File: src/rtl/lsu_initiator_if.sv
// -----------------------------------------------------------------------------
// lsu_initiator_if
// Bundles the two handshakes of the load/store initiator:
//   core side  : cpu_req_* (request in), cpu_resp_* / cpu_err* / busy (result out)
//   memory side: mem_req/mem_write/mem_addr/mem_wdata out, mem_ack/mem_rdata in
// Modports:
//   master - the initiator (drives core results and the memory request)
//   slave  - the surroundings (core + memory responder)
// Handshakes: a core request transfers on a rising edge where cpu_req_valid and
// cpu_req_ready are both 1; the core holds its request stable until then.
// A memory access is offered while mem_req=1 with stable write/addr/wdata and
// completes on the rising edge where mem_ack=1 (mem_rdata valid for loads).
// -----------------------------------------------------------------------------
interface lsu_initiator_if;
   logic        cpu_req_valid;
   logic        cpu_req_ready;
   logic        cpu_req_write;
   logic [31:0] cpu_req_addr;
   logic [31:0] cpu_req_wdata;
   logic        cpu_resp_valid;
   logic [31:0] cpu_resp_rdata;
   logic        cpu_err;
   logic [1:0]  cpu_err_code;
   logic        busy;
   logic        mem_req;
   logic        mem_write;
   logic [31:0] mem_addr;
   logic [31:0] mem_wdata;
   logic        mem_ack;
   logic [31:0] mem_rdata;

   modport master (
      input  cpu_req_valid, cpu_req_write, cpu_req_addr, cpu_req_wdata,
      input  mem_ack, mem_rdata,
      output cpu_req_ready, cpu_resp_valid, cpu_resp_rdata, cpu_err, cpu_err_code,
      output busy, mem_req, mem_write, mem_addr, mem_wdata
   );

   modport slave (
      output cpu_req_valid, cpu_req_write, cpu_req_addr, cpu_req_wdata,
      output mem_ack, mem_rdata,
      input  cpu_req_ready, cpu_resp_valid, cpu_resp_rdata, cpu_err, cpu_err_code,
      input  busy, mem_req, mem_write, mem_addr, mem_wdata
   );
endinterface

File: src/rtl/lsu_initiator.sv
// -----------------------------------------------------------------------------
// lsu_initiator
// Load/store initiator between the CPU datapath and word-addressed data memory.
// Accepts one lw/sw at a time, checks alignment and range, issues a held
// mem_req until mem_ack or timeout, then reports data or an error code.
// Ports:
//   clk        - clock, all state updates on the rising edge
//   rst_lsu_n  - asynchronous active-low reset
//   bus        - lsu_initiator_if.master (core request/response + memory request)
//   dbg_state  - current FSM state (0 IDLE, 1 REQ, 2 RESP, 3 ERR)
// -----------------------------------------------------------------------------
module lsu_initiator #(
   parameter int unsigned TIMEOUT_CYCLES = 15,          // 1..255
   parameter logic [31:0] ADDR_LIMIT     = 32'd1024
) (
   input  logic                   clk,
   input  logic                   rst_lsu_n,
   lsu_initiator_if.master        bus,
   output logic [1:0]             dbg_state
);

   typedef enum logic [1:0] {
      IDLE = 2'd0,
      REQ  = 2'd1,
      RESP = 2'd2,
      ERR  = 2'd3
   } state_e;

   localparam logic [7:0] TIMEOUT_LIM = 8'(TIMEOUT_CYCLES);

   localparam logic [1:0] CODE_NONE     = 2'b00;
   localparam logic [1:0] CODE_MISALIGN = 2'b01;
   localparam logic [1:0] CODE_TIMEOUT  = 2'b10;
   localparam logic [1:0] CODE_RANGE    = 2'b11;

   state_e      state_q, state_d;
   logic [7:0]  cnt_q, cnt_d;
   logic        write_q, write_d;
   logic [31:0] addr_q, addr_d;
   logic [31:0] wdata_q, wdata_d;
   logic [31:0] rdata_q, rdata_d;
   logic [1:0]  code_q, code_d;
   logic [7:0]  cnt_inc;

   always_ff @(posedge clk or negedge rst_lsu_n) begin
      if (!rst_lsu_n) begin
         state_q <= IDLE;
         cnt_q   <= 8'd0;
         write_q <= 1'b0;
         addr_q  <= 32'd0;
         wdata_q <= 32'd0;
         rdata_q <= 32'd0;
         code_q  <= CODE_NONE;
      end else begin
         state_q <= state_d;
         cnt_q   <= cnt_d;
         write_q <= write_d;
         addr_q  <= addr_d;
         wdata_q <= wdata_d;
         rdata_q <= rdata_d;
         code_q  <= code_d;
      end
   end

   always_comb begin
      state_d = state_q;
      cnt_d   = cnt_q;
      write_d = write_q;
      addr_d  = addr_q;
      wdata_d = wdata_q;
      rdata_d = rdata_q;
      code_d  = code_q;
      cnt_inc = cnt_q + 8'd1;

      case (state_q)
         IDLE: begin
            // Ready is asserted throughout IDLE, so valid alone means accept.
            if (bus.cpu_req_valid) begin
               write_d = bus.cpu_req_write;
               addr_d  = bus.cpu_req_addr;
               wdata_d = bus.cpu_req_wdata;
               // Misalignment is checked first so it wins over out-of-range.
               if (bus.cpu_req_addr[1:0] != 2'b00) begin
                  state_d = ERR;
                  code_d  = CODE_MISALIGN;
               end else if (bus.cpu_req_addr >= ADDR_LIMIT) begin
                  state_d = ERR;
                  code_d  = CODE_RANGE;
               end else begin
                  state_d = REQ;
                  cnt_d   = 8'd0;
               end
            end
         end
         REQ: begin
            // Ack is looked at before the timeout so an ack in the last
            // allowed cycle still completes successfully.
            if (bus.mem_ack) begin
               state_d = RESP;
               rdata_d = write_q ? 32'd0 : bus.mem_rdata;
            end else begin
               cnt_d = cnt_inc;
               if (cnt_inc == TIMEOUT_LIM) begin
                  state_d = ERR;
                  code_d  = CODE_TIMEOUT;
               end
            end
         end
         RESP: begin
            state_d = IDLE;
         end
         ERR: begin
            state_d = IDLE;
            code_d  = CODE_NONE;
         end
         default: begin
            state_d = IDLE;
         end
      endcase
   end

   // All outputs decode the state register (or registered data), so mem_req
   // falls as soon as the asynchronous reset forces state_q to IDLE.
   assign bus.cpu_req_ready  = (state_q == IDLE);
   assign bus.busy           = (state_q != IDLE);
   assign bus.cpu_resp_valid = (state_q == RESP);
   assign bus.cpu_err        = (state_q == ERR);
   assign bus.cpu_err_code   = code_q;
   assign bus.cpu_resp_rdata = rdata_q;
   assign bus.mem_req        = (state_q == REQ);
   assign bus.mem_write      = (state_q == REQ) & write_q;
   assign bus.mem_addr       = (state_q == REQ) ? addr_q  : 32'd0;
   assign bus.mem_wdata      = (state_q == REQ) ? wdata_q : 32'd0;
   assign dbg_state          = state_q;

endmodule

File: src/flat_wrapper.sv
// flat-port wrapper written by rule: the top's interface ports become plain ports
module lsu_initiator_flat 
#(
   parameter int unsigned TIMEOUT_CYCLES = 15,                   
   parameter logic [31:0] ADDR_LIMIT     = 32'd1024
)
  (clk, rst_lsu_n, dbg_state, bus_cpu_req_valid, bus_cpu_req_write, bus_cpu_req_addr, bus_cpu_req_wdata, bus_mem_ack, bus_mem_rdata, bus_cpu_req_ready, bus_cpu_resp_valid, bus_cpu_resp_rdata, bus_cpu_err, bus_cpu_err_code, bus_busy, bus_mem_req, bus_mem_write, bus_mem_addr, bus_mem_wdata);
  lsu_initiator_if bus_i ();
  input  logic clk;
  input  logic rst_lsu_n;
  output logic [1:0] dbg_state;
  input wire logic [$bits(bus_i.cpu_req_valid)-1:0] bus_cpu_req_valid;
  input wire logic [$bits(bus_i.cpu_req_write)-1:0] bus_cpu_req_write;
  input wire logic [$bits(bus_i.cpu_req_addr)-1:0] bus_cpu_req_addr;
  input wire logic [$bits(bus_i.cpu_req_wdata)-1:0] bus_cpu_req_wdata;
  input wire logic [$bits(bus_i.mem_ack)-1:0] bus_mem_ack;
  input wire logic [$bits(bus_i.mem_rdata)-1:0] bus_mem_rdata;
  output wire logic [$bits(bus_i.cpu_req_ready)-1:0] bus_cpu_req_ready;
  output wire logic [$bits(bus_i.cpu_resp_valid)-1:0] bus_cpu_resp_valid;
  output wire logic [$bits(bus_i.cpu_resp_rdata)-1:0] bus_cpu_resp_rdata;
  output wire logic [$bits(bus_i.cpu_err)-1:0] bus_cpu_err;
  output wire logic [$bits(bus_i.cpu_err_code)-1:0] bus_cpu_err_code;
  output wire logic [$bits(bus_i.busy)-1:0] bus_busy;
  output wire logic [$bits(bus_i.mem_req)-1:0] bus_mem_req;
  output wire logic [$bits(bus_i.mem_write)-1:0] bus_mem_write;
  output wire logic [$bits(bus_i.mem_addr)-1:0] bus_mem_addr;
  output wire logic [$bits(bus_i.mem_wdata)-1:0] bus_mem_wdata;
  assign bus_i.cpu_req_valid = bus_cpu_req_valid;
  assign bus_i.cpu_req_write = bus_cpu_req_write;
  assign bus_i.cpu_req_addr = bus_cpu_req_addr;
  assign bus_i.cpu_req_wdata = bus_cpu_req_wdata;
  assign bus_i.mem_ack = bus_mem_ack;
  assign bus_i.mem_rdata = bus_mem_rdata;
  assign bus_cpu_req_ready = bus_i.cpu_req_ready;
  assign bus_cpu_resp_valid = bus_i.cpu_resp_valid;
  assign bus_cpu_resp_rdata = bus_i.cpu_resp_rdata;
  assign bus_cpu_err = bus_i.cpu_err;
  assign bus_cpu_err_code = bus_i.cpu_err_code;
  assign bus_busy = bus_i.busy;
  assign bus_mem_req = bus_i.mem_req;
  assign bus_mem_write = bus_i.mem_write;
  assign bus_mem_addr = bus_i.mem_addr;
  assign bus_mem_wdata = bus_i.mem_wdata;
  lsu_initiator #(.TIMEOUT_CYCLES(TIMEOUT_CYCLES), .ADDR_LIMIT(ADDR_LIMIT)) u_core (.clk(clk), .rst_lsu_n(rst_lsu_n), .bus(bus_i), .dbg_state(dbg_state));
endmodule
File: config.mk
export PLATFORM = sky130hd
export DESIGN_NAME = lsu_initiator_flat
export DESIGN_NICKNAME = d
export VERILOG_FILES = /design/src/rtl/lsu_initiator_if.sv /design/src/rtl/lsu_initiator.sv /design/src/flat_wrapper.sv
export SDC_FILE = /design/constraint.sdc
export NUM_CORES = 1
export LEC_CHECK = 0
export ABC_AREA = 1
export CAP_MARGIN = 20
export CORE_MARGIN = 1
export CORE_UTILIZATION = 48
export CTS_BUF_LIST = sky130_fd_sc_hd__clkbuf_4
export CTS_CLUSTER_SIZE = 14
export DETAILED_ROUTE_END_ITERATION = 8
export GPL_ROUTABILITY_DRIVEN = 0
export HOLD_SLACK_MARGIN = 0.15
export PLACE_DENSITY = 0.91
export SLEW_MARGIN = 30
export SYNTH_ARGS = -nofsm -noshare
export SYNTH_HDL_FRONTEND = slang
export SYNTH_SLANG_ARGS = --single-unit
File: constraint.sdc
create_clock -name clk -period 4.3 [get_ports clk]
set_clock_uncertainty 0.1 [all_clocks]
set_input_delay 0.645 -clock clk [delete_from_list [all_inputs] [get_ports clk]]
set_output_delay 0.645 -clock clk [all_outputs]
set_load 0.05 [all_outputs]
==> reports/qor.log <==
qor: place.place_hpwl 9.28 mm
qor: timing.timing.final.crit_share 76.6%
qor: clock_network.cts_max_path_buffers 2
qor: clock_network.clock_insertion_delay_worst_skew 0.45 ns
qor: min_path.cell_depth_of_the_worst_hold_path 2
qor: critical_path.r2r.worst_path.cells 9
qor: critical_path.critPathTopFamily buffers and inverters
qor: grt.grt_first_pass_wirelength 19.3 mm
qor: clock_network.cts_tree yes
qor: critical_path.crit_path_cell_trace inv_2 -> nor2_4 -> inv_4 -> nor2_1 -> clkdlybuf4s50_1
qor: critical_path.cp_slowest_cell clkdlybuf4s50_1
qor: floorplan.initial_core_util 50.1%
qor: synth.sequential_area_share_after_synthesis 55.2%
qor: grt.grt.overflow.total 0
qor: route.routed_wirelength 12.8 mm
qor: place.portBuffers 206
qor: critical_path.worstSetupEndpointType output pin
qor: critical_path.crit-reg2reg-capture u_core.cnt_q[2]
qor: clock_network.clock_tree.htree_level_count 3
qor: timing.setup_total_negative_slack 0 ns
qor: critical_path.timing.critical_path.slowest_cell_delay 0.83 ns
qor: synth.main_flop_type_after_synthesis dfrtp_1
qor: timing.fmax 304 MHz
qor: min_path.hold_crit_start u_core.bus.cpu_err_code[1]
qor: timing.timing_hold_violations_final 0
qor: grt.antenna_found_initial 0
qor: floorplan.die-width 103 um
qor: timing.rsz0062_at_grt false
qor: synth.ys.warnings.count 0
qor: min_path.min-delay-path-class reg2reg
qor: grt.track_usage 23.6%
qor: synth.postSynthCellCount 616
qor: clock_network.cts_resized 0
qor: finish.final_nets 910
qor: grt.grt_max_degree 80
qor: power_and_ir_drop.power_leakage 0.00330 uW
qor: synth.asyncSetResetFlopFracSynth 100%
qor: synth.synth.lib_cells_used.distinct 25
qor: critical_path.worst_r2r_startpoint u_core.dbg_state[0]
qor: power_and_ir_drop.irDropWorstVdd 0.405 mV
qor: critical_path.crit_arrival 2.55 ns
qor: clock_network.cts_sinks 109
qor: outcome.run_status completed
qor: critical_path.crit_fanout 67
qor: finish.fillers 712
qor: floorplan.design.die.area 0.0107 mm2
qor: route.wire_length_per_cell_after_detailed_routing 13.5 um
qor: critical_path.cp.required 3.56 ns
qor: power_and_ir_drop.p_per_area 732 mW/mm2
qor: timing.finalWorstPathRequiredPeriod 3.29 ns
qor: grt.grt_pass1_vias 4161
qor: finish.num_antenna_cells 0
qor: clock_network.clkTransAtPathRegs 0.14 ns
qor: finish.area.growth.synth_to_final 45.5%
qor: route.drt.antenna.violating_nets 0
qor: floorplan.std_cell_core_area 0.00986 mm2
qor: synth.nets_in_the_synthesized_netlist 719
qor: floorplan.fp.dieH 103 um
qor: clock_network.ctsRootBufferMaster clkbuf_4
qor: job.drv_cap 0
qor: critical_path.critPathBufInv 3
qor: min_path.hold-path-endpoint u_core.bus.cpu_err_code[1]
qor: critical_path.r2r_slack 2.38 ns
qor: timing.worst_slew_pin_slew 0.698 ns
qor: timing.final_max_slew_viol_count 0
qor: synth.synth_enable_flop_cells 0
qor: finish.drive_above_1_share 4.07%
qor: floorplan.number_of_top_level_design_ports 207
qor: clock_network.tritoncts_buffers 9
qor: floorplan.num_rows 36
qor: synth.yosys_reg_bits 109
qor: timing.report.final.setup_viol 0
qor: timing.final.hold.worst_slack 0.398 ns
qor: critical_path.path_class reg2out
qor: synth.postSynthAreaPerCell 8.02 um2
qor: route.firstDrtPassIters 5
qor: route.drt_iter0_drc 150
qor: route.remaining_drc_errors 0
qor: timing.headroom_to_the_max_slew_limit 53.4%
qor: critical_path.cp-start-kind flop
qor: route.drt-vias-per-instance 4.84
qor: synth.syn-cell-area 0.00494 mm2
qor: route.route.vias.total 4567
==> area by class of cell <==
class	instances	area, um2	share of cell area [%]
Tap cell	133	166	2.31
Timing Repair Buffer	211	2100	29.3
Clock inverter	5	100	1.39
Clock buffer	10	75.1	1.04
Multi-Input combinational cell	390	1690	23.5
Sequential cell	109	2730	37.9
Inverter	86	325	4.52
==> synthesized netlist by cell type, drive strengths merged (2+ instances only) <==
cell,n,area share (%)
inv,85,6.5
nor2,89,7.3
clkbuf,9,0.68
buf,22,3.5
nand2,179,14
nand3,7,0.81
nand3b,2,0.30
dfrtp,109,55
o21ai,106,11
ha,2,0.51
a21oi,2,0.20
==> layout by cell type, fill, tap and decap left out, drive strengths merged <==
cell type / count
o21ai: 106
nand3: 7
nor2: 89
nand3b: 2
clkdlybuf4s50: 205
dlygate4sd3: 1
clkinv: 3
o211ai: 1
clkbuf: 10
o21bai: 1
ha: 2
nor3: 1
nand2: 179
buf: 5
inv: 85
a21oi: 2
bufinv: 3
dfrtp: 109
==> per-layer routing <==
metal / vias up / GRT usage [%] / wire (um)
met5: - / 0 / 0
met3: 20 / 5.85 / 1060
met1: 2111 / 29.6 / 5290
li1: 2258 / - / -
met2: 178 / 39.7 / 6190
met4: 0 / 8.99 / 243
==> state kept, by name, indices dropped and copies added, names as in the netlist <==
name                       flops
u_core.addr_q                 32
u_core.bus.cpu_resp_rdata     32
u_core.wdata_q                32
u_core.cnt_q                   8
u_core.bus.cpu_err_code        2
u_core.dbg_state               2
u_core.write_q                 1
==> logic make-up after synthesis <==
kind of cell	count (synthesis)	share of synthesized area [%]
and+or+nand+nor	278	22.3
AOI/OAI and AO/OA	110	11.3
adders and majority gates	2	0.506
DFF	109	55.2
buffers and inverters	117	10.7
==> power breakdown <==
group / switching, uW / internal (uW)
combinational: 2080 / 912
clock: 317 / 297
sequential: 190 / 1460
==> worst min-delay path, cell delays in order (launching register included) <==
cell,delay [ns]
dfrtp_1,0.38
nand2_1,0.06
nand2_1,0.05
==> worst max path at each step <==
stage | from | to | slack [ns] | depth (start not counted)
after floorplan | u_core.dbg_state[0] | bus_mem_addr[0] | 1.31 | 6
after global placement | u_core.dbg_state[0] | bus_mem_addr[4] | 1.33 | 5
after detailed placement | u_core.dbg_state[0] | bus_mem_addr[28] | 1.54 | 5
after CTS | u_core.dbg_state[0] | bus_mem_addr[28] | 1.0 | 5
after global routing | u_core.dbg_state[0] | bus_mem_wdata[22] | 0.85 | 5
final | u_core.dbg_state[0] | bus_mem_addr[28] | 1.01 | 5
==> stage by stage <==
step | setup slack [ns] | cells | cell area (um2) | util, % | total power [uW]
floorplan | 1.31 | 616 | 4940 | - | 3720
global placement | 1.33 | 928 | 6990 | 70.9 | 4570
detailed placement | 1.54 | 928 | 7000 | 70.9 | 4670
CTS | 0.996 | 943 | 7170 | 72.7 | 5290
global route | 0.845 | 944 | 7190 | 72.9 | 5600
finish | 1.01 | 944 | 7190 | 72.9 | 5260
==> repair_timing <==
item                                    in CTS  in global routing
hold buffers                                 0                  1
endpoints found under the hold margin        0                  7
buffers inserted                             0                  0
endpoints found under the setup margin       0                  0
Note: power is estimated with default switching activity, not from simulation.
